File: config.mk
export PLATFORM = sky130hd
export DESIGN_NAME = uart_interface
export DESIGN_NICKNAME = d
export VERILOG_FILES = /design/src/rtl/uart_pkg.sv /design/src/rtl/uart_rx.sv /design/src/rtl/uart_interface.sv
export SDC_FILE = /design/constraint.sdc
export NUM_CORES = 1
export LEC_CHECK = 0
export CAP_MARGIN = 10
export CORE_UTILIZATION = 57
export CTS_BUF_LIST = sky130_fd_sc_hd__clkbuf_8
export DETAILED_ROUTE_END_ITERATION = 7
export PLACE_DENSITY = 0.74
export RECOVER_POWER = 100
export SKIP_LAST_GASP = 1
export SLEW_MARGIN = 30
export SYNTH_ARGS = -nofsm -noshare
export SYNTH_HDL_FRONTEND = slang
export SYNTH_SLANG_ARGS = --single-unit
File: constraint.sdc
create_clock -name clk -period 3.1 [get_ports clk]
set_input_delay 0.62 -clock clk [delete_from_list [all_inputs] [get_ports clk]]
set_output_delay 0.62 -clock clk [all_outputs]
set_load 0.02 [all_outputs]
File: src/rtl/uart_pkg.sv
// -----------------------------------------------------------------------------
// uart_pkg
// Shared types and constants for the loopback 8N1 UART (uart_interface and
// uart_rx): FSM state enums, default clock/baud values, bit-period helper
// and counter widths.
// -----------------------------------------------------------------------------
package uart_pkg;

   // Default system clock and serial rate.
   localparam int DEFAULT_CLK_FREQ  = 50_000_000;
   localparam int DEFAULT_BAUD_RATE = 115_200;

   // Width of the data-bit index (8 data bits -> 0..7).
   localparam int BIT_IDX_W = 3;

   // Width of the per-bit cycle counter; covers bit periods up to 65535 clocks.
   localparam int CNT_W = 16;

   typedef enum logic [1:0] {
      TX_IDLE  = 2'd0,
      TX_START = 2'd1,
      TX_DATA  = 2'd2,
      TX_STOP  = 2'd3
   } tx_state_t;

   typedef enum logic [1:0] {
      RX_IDLE  = 2'd0,
      RX_START = 2'd1,
      RX_DATA  = 2'd2,
      RX_STOP  = 2'd3
   } rx_state_t;

   // Clocks per serial bit; integer division truncates.
   function automatic int clks_per_bit(input int clk_freq, input int baud_rate);
      return clk_freq / baud_rate;
   endfunction

endpackage : uart_pkg

File: src/rtl/uart_rx.sv
// -----------------------------------------------------------------------------
// uart_rx
// 8N1 receiver: 2-flop synchronizer on rx_in followed by a receive FSM that
// validates the start bit at its centre, samples 8 data bits LSB first at
// bit centres and checks the stop bit.
// Ports:
//   clk       system clock, rising edge
//   reset     asynchronous, active-high reset
//   rx_in     serial input line (idle high)
//   RxData    last correctly framed byte, held between frames
//   valid_rx  one-cycle pulse when RxData is updated
// -----------------------------------------------------------------------------
module uart_rx
   import uart_pkg::*;
#(
   parameter int CLKS_PER_BIT = clks_per_bit(DEFAULT_CLK_FREQ, DEFAULT_BAUD_RATE)
) (
   input  logic       clk,
   input  logic       reset,
   input  logic       rx_in,
   output logic [7:0] RxData,
   output logic       valid_rx
);

   localparam logic [CNT_W-1:0]     BIT_LAST     = CNT_W'(CLKS_PER_BIT - 1);
   localparam logic [CNT_W-1:0]     HALF_LAST    = CNT_W'(CLKS_PER_BIT / 2 - 1);
   localparam logic [BIT_IDX_W-1:0] BIT_IDX_LAST = {BIT_IDX_W{1'b1}};

   logic                 sync1_r;
   logic                 sync2_r;
   rx_state_t            rx_state_r;
   rx_state_t            rx_state_s;
   logic [CNT_W-1:0]     cnt_r;
   logic [CNT_W-1:0]     cnt_s;
   logic [BIT_IDX_W-1:0] bit_idx_r;
   logic [BIT_IDX_W-1:0] bit_idx_s;
   logic [7:0]           shift_r;
   logic [7:0]           shift_s;
   logic [7:0]           data_r;
   logic [7:0]           data_s;
   logic                 valid_r;
   logic                 valid_s;

   // Two-flop synchronizer; resets to the idle (high) line level.
   always_ff @(posedge clk or posedge reset) begin
      if (reset) begin
         sync1_r <= 1'b1;
         sync2_r <= 1'b1;
      end else begin
         sync1_r <= rx_in;
         sync2_r <= sync1_r;
      end
   end

   // Receive FSM state and datapath registers.
   always_ff @(posedge clk or posedge reset) begin
      if (reset) begin
         rx_state_r <= RX_IDLE;
         cnt_r      <= {CNT_W{1'b0}};
         bit_idx_r  <= {BIT_IDX_W{1'b0}};
         shift_r    <= 8'h00;
         data_r     <= 8'h00;
         valid_r    <= 1'b0;
      end else begin
         rx_state_r <= rx_state_s;
         cnt_r      <= cnt_s;
         bit_idx_r  <= bit_idx_s;
         shift_r    <= shift_s;
         data_r     <= data_s;
         valid_r    <= valid_s;
      end
   end

   // Receive FSM next-state and datapath logic.
   always_comb begin
      rx_state_s = rx_state_r;
      cnt_s      = cnt_r;
      bit_idx_s  = bit_idx_r;
      shift_s    = shift_r;
      data_s     = data_r;
      valid_s    = 1'b0;
      case (rx_state_r)
         RX_IDLE: begin
            cnt_s     = {CNT_W{1'b0}};
            bit_idx_s = {BIT_IDX_W{1'b0}};
            if (sync2_r == 1'b0) begin
               rx_state_s = RX_START;
            end else begin
               rx_state_s = RX_IDLE;
            end
         end
         RX_START: begin
            // Centre of the start bit: a high here means the edge was a glitch.
            if (cnt_r == HALF_LAST) begin
               cnt_s = {CNT_W{1'b0}};
               if (sync2_r == 1'b0) begin
                  rx_state_s = RX_DATA;
               end else begin
                  rx_state_s = RX_IDLE;
               end
            end else begin
               cnt_s = cnt_r + CNT_W'(1);
            end
         end
         RX_DATA: begin
            // Counting a full bit period from a centre lands on the next centre.
            if (cnt_r == BIT_LAST) begin
               cnt_s   = {CNT_W{1'b0}};
               shift_s = {sync2_r, shift_r[7:1]};
               if (bit_idx_r == BIT_IDX_LAST) begin
                  bit_idx_s  = {BIT_IDX_W{1'b0}};
                  rx_state_s = RX_STOP;
               end else begin
                  bit_idx_s = bit_idx_r + BIT_IDX_W'(1);
               end
            end else begin
               cnt_s = cnt_r + CNT_W'(1);
            end
         end
         RX_STOP: begin
            if (cnt_r == BIT_LAST) begin
               cnt_s      = {CNT_W{1'b0}};
               rx_state_s = RX_IDLE;
               // A low stop bit is a framing error: drop the byte silently.
               if (sync2_r == 1'b1) begin
                  data_s  = shift_r;
                  valid_s = 1'b1;
               end else begin
                  data_s  = data_r;
                  valid_s = 1'b0;
               end
            end else begin
               cnt_s = cnt_r + CNT_W'(1);
            end
         end
         default: begin
            rx_state_s = RX_IDLE;
            cnt_s      = {CNT_W{1'b0}};
            bit_idx_s  = {BIT_IDX_W{1'b0}};
         end
      endcase
   end

   assign RxData   = data_r;
   assign valid_rx = valid_r;

endmodule : uart_rx

File: src/rtl/uart_interface.sv
// -----------------------------------------------------------------------------
// uart_interface
// 8N1 UART transmitter with its serial output looped back into an internal
// receiver (uart_rx).
// Ports:
//   clk       system clock, rising edge
//   reset     asynchronous, active-high reset
//   transmit  send request, sampled at posedge; ignored while busy
//   TxData    byte to send, captured in the accept cycle
//   TxD       serial line, idle high (registered)
//   busy      transmitter occupied (registered)
//   RxData    last correctly received byte
//   valid_rx  one-cycle pulse when RxData is updated
// -----------------------------------------------------------------------------
module uart_interface
   import uart_pkg::*;
#(
   parameter int CLK_FREQ  = DEFAULT_CLK_FREQ,
   parameter int BAUD_RATE = DEFAULT_BAUD_RATE
) (
   input  logic       clk,
   input  logic       reset,
   input  logic       transmit,
   input  logic [7:0] TxData,
   output logic       TxD,
   output logic       busy,
   output logic [7:0] RxData,
   output logic       valid_rx
);

   localparam int                   CLKS_PER_BIT = clks_per_bit(CLK_FREQ, BAUD_RATE);
   localparam logic [CNT_W-1:0]     BIT_LAST     = CNT_W'(CLKS_PER_BIT - 1);
   localparam logic [BIT_IDX_W-1:0] BIT_IDX_LAST = {BIT_IDX_W{1'b1}};

   tx_state_t            tx_state_r;
   tx_state_t            tx_state_s;
   logic [CNT_W-1:0]     cnt_r;
   logic [CNT_W-1:0]     cnt_s;
   logic [BIT_IDX_W-1:0] bit_idx_r;
   logic [BIT_IDX_W-1:0] bit_idx_s;
   logic [7:0]           shift_r;
   logic [7:0]           shift_s;
   logic                 txd_r;
   logic                 txd_s;
   logic                 busy_r;
   logic                 busy_s;
   logic                 rx_line_s;

   // Transmit FSM state, datapath and registered line/busy outputs.
   always_ff @(posedge clk or posedge reset) begin
      if (reset) begin
         tx_state_r <= TX_IDLE;
         cnt_r      <= {CNT_W{1'b0}};
         bit_idx_r  <= {BIT_IDX_W{1'b0}};
         shift_r    <= 8'h00;
         txd_r      <= 1'b1;
         busy_r     <= 1'b0;
      end else begin
         tx_state_r <= tx_state_s;
         cnt_r      <= cnt_s;
         bit_idx_r  <= bit_idx_s;
         shift_r    <= shift_s;
         txd_r      <= txd_s;
         busy_r     <= busy_s;
      end
   end

   // Transmit FSM next-state logic; the next line level is computed here so
   // TxD changes exactly on bit boundaries from a flop.
   always_comb begin
      tx_state_s = tx_state_r;
      cnt_s      = cnt_r;
      bit_idx_s  = bit_idx_r;
      shift_s    = shift_r;
      txd_s      = txd_r;
      busy_s     = busy_r;
      case (tx_state_r)
         TX_IDLE: begin
            cnt_s     = {CNT_W{1'b0}};
            bit_idx_s = {BIT_IDX_W{1'b0}};
            if (transmit) begin
               tx_state_s = TX_START;
               shift_s    = TxData;
               txd_s      = 1'b0;
               busy_s     = 1'b1;
            end else begin
               tx_state_s = TX_IDLE;
               txd_s      = 1'b1;
               busy_s     = 1'b0;
            end
         end
         TX_START: begin
            if (cnt_r == BIT_LAST) begin
               cnt_s      = {CNT_W{1'b0}};
               tx_state_s = TX_DATA;
               txd_s      = shift_r[0];
            end else begin
               cnt_s = cnt_r + CNT_W'(1);
            end
         end
         TX_DATA: begin
            // The shift register always presents the current bit at [0].
            if (cnt_r == BIT_LAST) begin
               cnt_s = {CNT_W{1'b0}};
               if (bit_idx_r == BIT_IDX_LAST) begin
                  bit_idx_s  = {BIT_IDX_W{1'b0}};
                  tx_state_s = TX_STOP;
                  txd_s      = 1'b1;
               end else begin
                  bit_idx_s = bit_idx_r + BIT_IDX_W'(1);
                  shift_s   = {1'b0, shift_r[7:1]};
                  txd_s     = shift_r[1];
               end
            end else begin
               cnt_s = cnt_r + CNT_W'(1);
            end
         end
         TX_STOP: begin
            if (cnt_r == BIT_LAST) begin
               cnt_s      = {CNT_W{1'b0}};
               tx_state_s = TX_IDLE;
               txd_s      = 1'b1;
               busy_s     = 1'b0;
            end else begin
               cnt_s = cnt_r + CNT_W'(1);
            end
         end
         default: begin
            tx_state_s = TX_IDLE;
            cnt_s      = {CNT_W{1'b0}};
            bit_idx_s  = {BIT_IDX_W{1'b0}};
            txd_s      = 1'b1;
            busy_s     = 1'b0;
         end
      endcase
   end

   assign TxD       = txd_r;
   assign busy      = busy_r;

   // Internal loopback; kept as a named net so an external RxD can replace it.
   assign rx_line_s = txd_r;

   uart_rx #(
      .CLKS_PER_BIT (CLKS_PER_BIT)
   ) u_rx (
      .clk      (clk),
      .reset    (reset),
      .rx_in    (rx_line_s),
      .RxData   (RxData),
      .valid_rx (valid_rx)
   );

endmodule : uart_interface

==> results.cfg, run 1 <==
[sta]
period_needed_ps = 2710
max_freq_ghz = 0.369
rsz0062_at_grt = false
worstMarginPinSlew_ps = 1020
tns_ps = 0
fin_ws_ps = 392
hold_viol = 0
maxSlewViolCount = 0
setup_viol = 0
fin_skew_ps = 8.25
relSlewSlack_pct = 31.9
fin_crit_sh_pct = 87.4

[cells_and_area]
final_nets = 379
fill_cells = 479
drive_gt1_share_pct = 13.1
diodes = 0
areaGrowthSynthToFinish_pct = 12.7

[critical_path]
worstSetupStartpoint = u_rx.cnt_r[1]
start_kind = flop
critPathRequiredTime_ps = 3320
worst-setup-path-type = reg2reg
crit_path_end_kind = flop
critPathSlowestCell = or4_1
cp_max_fo = 11
r2r_cells = 6
crit_path_max_incr_delay_ps = 710
reg2reg_to = u_rx.shift_r[5]
cp.arrival_ps = 2930
rr_startpoint = u_rx.cnt_r[1]
cp_cell_sequence = inv_1 -> ha_1 -> or4bb_1 -> or4_1 -> nor2_2 -> mux2_2
reg2reg_slack_ps = 390
critPathCapture = u_rx.shift_r[5]

[synthesis]
synth-edff-count = 0
synth_most_common_cell = dfrtp_1
synthesis.nets = 357
syn_area_sq_um = 3500
ys_seq_elements = 71
synthTopCellsByArea = dfrtp_1, xnor2_1, mux2_2
yosysWarningCount = 0
synth_top_cell_area_share_pct = 48.6
syn_area_per_cell_sq_um = 10.5
yosys-top-cells-count = dfrtp_1, nor2_1, xnor2_1, nand3_1, mux2_2
ys.flop_type = dfrtp_1
async_reset_ff_share_pct = 100
netlist_instances = 333
ys_seq_area_share_pct = 50.8
synthDistinctLibCells = 44
yosysTopAreaCell = dfrtp_1

[grt]
gr-max-usage-layer = met2
use_met3_pct = 4.09
antenna_found_initial = 0
grt_pass1_wl_um = 10800
met1_usage_pct = 29.0
met2_usage_pct = 35.5
grt_overflow = 0
grt_usage_pct = 22.3
grt_max_degree = 46
grt_pass1_vias = 2339

[min_path]
hp-class = reg2reg

[status]
outcome = complete, no violations

[drt]
drt_iter0_drc = 132
num_vias = 2436
remaining_drc_errors = 0
first_pass_iters = 4
routed_wl_um = 6130
wl_per_cell_um = 14.1
vias_per_cell = 5.60
drtAntennaViolNets = 0

[clocking]
clk_pin_slew_ps = 70
clock_path_buffers = 2
cts_root_buf = clkbuf_8
post_cts_buffers = 0
cts_max_level = 3
cts_resized = 0
tritoncts = yes
clk-insertion-delay-late_ps = 340
cts_made_buffers = 9
clock-sinks = 71
holdBufCountCts = 0

[die]
die_y_um = 80.4
io-pin-count = 22
initial_utilization_pct = 59.2
die_area_sq_um = 6470
die_w_um = 80.4
rows = 28
core_sq_um = 5920

[power]
vdd_drop_max_uv = 452
power.leakage_uw = 0.00175
p_per_area_nw_per_um2 = 599

[job]
max-cap-violations = 0

[place]
dpl_worst_slack_ps = 546
place_congestion = 0.801
dpl.hpwl_um = 4360
portBuffers = 21
-- layout by cell type, fill, tap and decap left out, drive strengths merged, types with 2 or more instances in the layout --
cell type / Yosys / layout
nand2b: 4 / 4
dfrtp: 68 / 68
mux2i: 2 / 2
clkdlybuf4s50: 0 / 9
xor2: 2 / 2
or4b: 3 / 3
o221a: 5 / 5
o21ai: 11 / 11
nor2: 47 / 47
nor4: 12 / 12
or3: 2 / 2
xnor2: 26 / 26
dfstp: 3 / 3
inv: 17 / 18
o211ai: 4 / 4
nand3: 21 / 21
mux2: 20 / 20
buf: 4 / 2
or4: 6 / 6
clkinvlp: 0 / 3
ha: 13 / 13
nor3: 11 / 11
clkinv: 0 / 2
nand3b: 2 / 2
nand4: 10 / 10
dlygate4sd3: 0 / 12
clkbuf: 8 / 10
nand2: 16 / 16
-- state kept, by name (all words and copies together), names as in the netlist, named ones only --
signal	flops
u_rx.sync2_r	1
busy	1
shift_r	8
u_rx.shift_r	8
bit_idx_r	3
u_rx.valid_rx	1
u_rx.RxData	8
u_rx.sync1_r	1
u_rx.cnt_r	16
u_rx.bit_idx_r	3
u_rx.rx_state_r	1
cnt_r	16
tx_state_r	2
TxD	1
-- worst min-delay path by stage --
stage / to / cells past startpoint / start
after floorplan: u_rx.sync2_r / 0 / u_rx.sync1_r
after global placement: u_rx.sync2_r / 0 / u_rx.sync1_r
after detailed placement: u_rx.sync2_r / 0 / u_rx.sync1_r
after CTS: u_rx.sync2_r / 0 / u_rx.sync1_r
after global routing: u_rx.sync2_r / 0 / u_rx.sync1_r
final: u_rx.sync2_r / 0 / u_rx.sync1_r
-- per-layer routing --
metal | vias up | share of wire (%)
li1 | 1224 | -
met1 | 1159 | 47
met2 | 41 | 48
met3 | 12 | 2.6
met4 | 0 | 2.0
met5 | - | 0
-- stage by stage --
stage          area, sq um  instances  power [uW]  util, %  hold WS, ps
5_1_grt               3950        435        2530     66.7          376
4_1_cts               3960        435        2410     66.9          370
6_report              3950        435        2370     66.7          366
3_3_place_gp          3780        419        1710     63.8          346
3_5_place_dp          3780        419        1740     63.8          354
2_1_floorplan         3500        333        1590        -          345
-- area by class of cell --
class                      count  area [sq um]  area share, %
clock inverter                 6          45.0           1.14
multi-input combinational    233          1590           40.3
sequential                    71          1780           45.1
tap                           75          93.8           2.37
clock buffer                  10           138           3.48
inverter                      17          63.8           1.61
timing repair buffer          23           238           6.02
-- report_power, final --
group	switching (uW)	internal (uW)
Sequential	88.0	1050
Combinational	305	258
Clock	350	314
-- logic make-up after synthesis --
group / after synthesis / share of synthesized area, %
multiplexers: 22 / 7.00
buffers and inverters: 29 / 3.50
AND/OR/NAND/NOR: 141 / 21.0
flip-flops: 71 / 50.8
XOR/XNOR: 28 / 7.00
AO/OA/AOI/OAI: 29 / 6.03
adder cells (fa/ha/maj): 13 / 4.64
-- worst max-delay path: cells and delay by family (launching register included) --
family,cells,cell delay (ps)
adders and majority gates,1,140
buffers and inverters,1,90
muxes,1,390
and+or+nand+nor,3,1560
DFF,1,420
Power figures use the tool's default switching activity.
==> run 2: changes to the inputs <==
Settings changed: GPL_TIMING_DRIVEN set to 1.
==> results of run 2 <==
Final layout, timing and power as in run 1 (identical DEF).
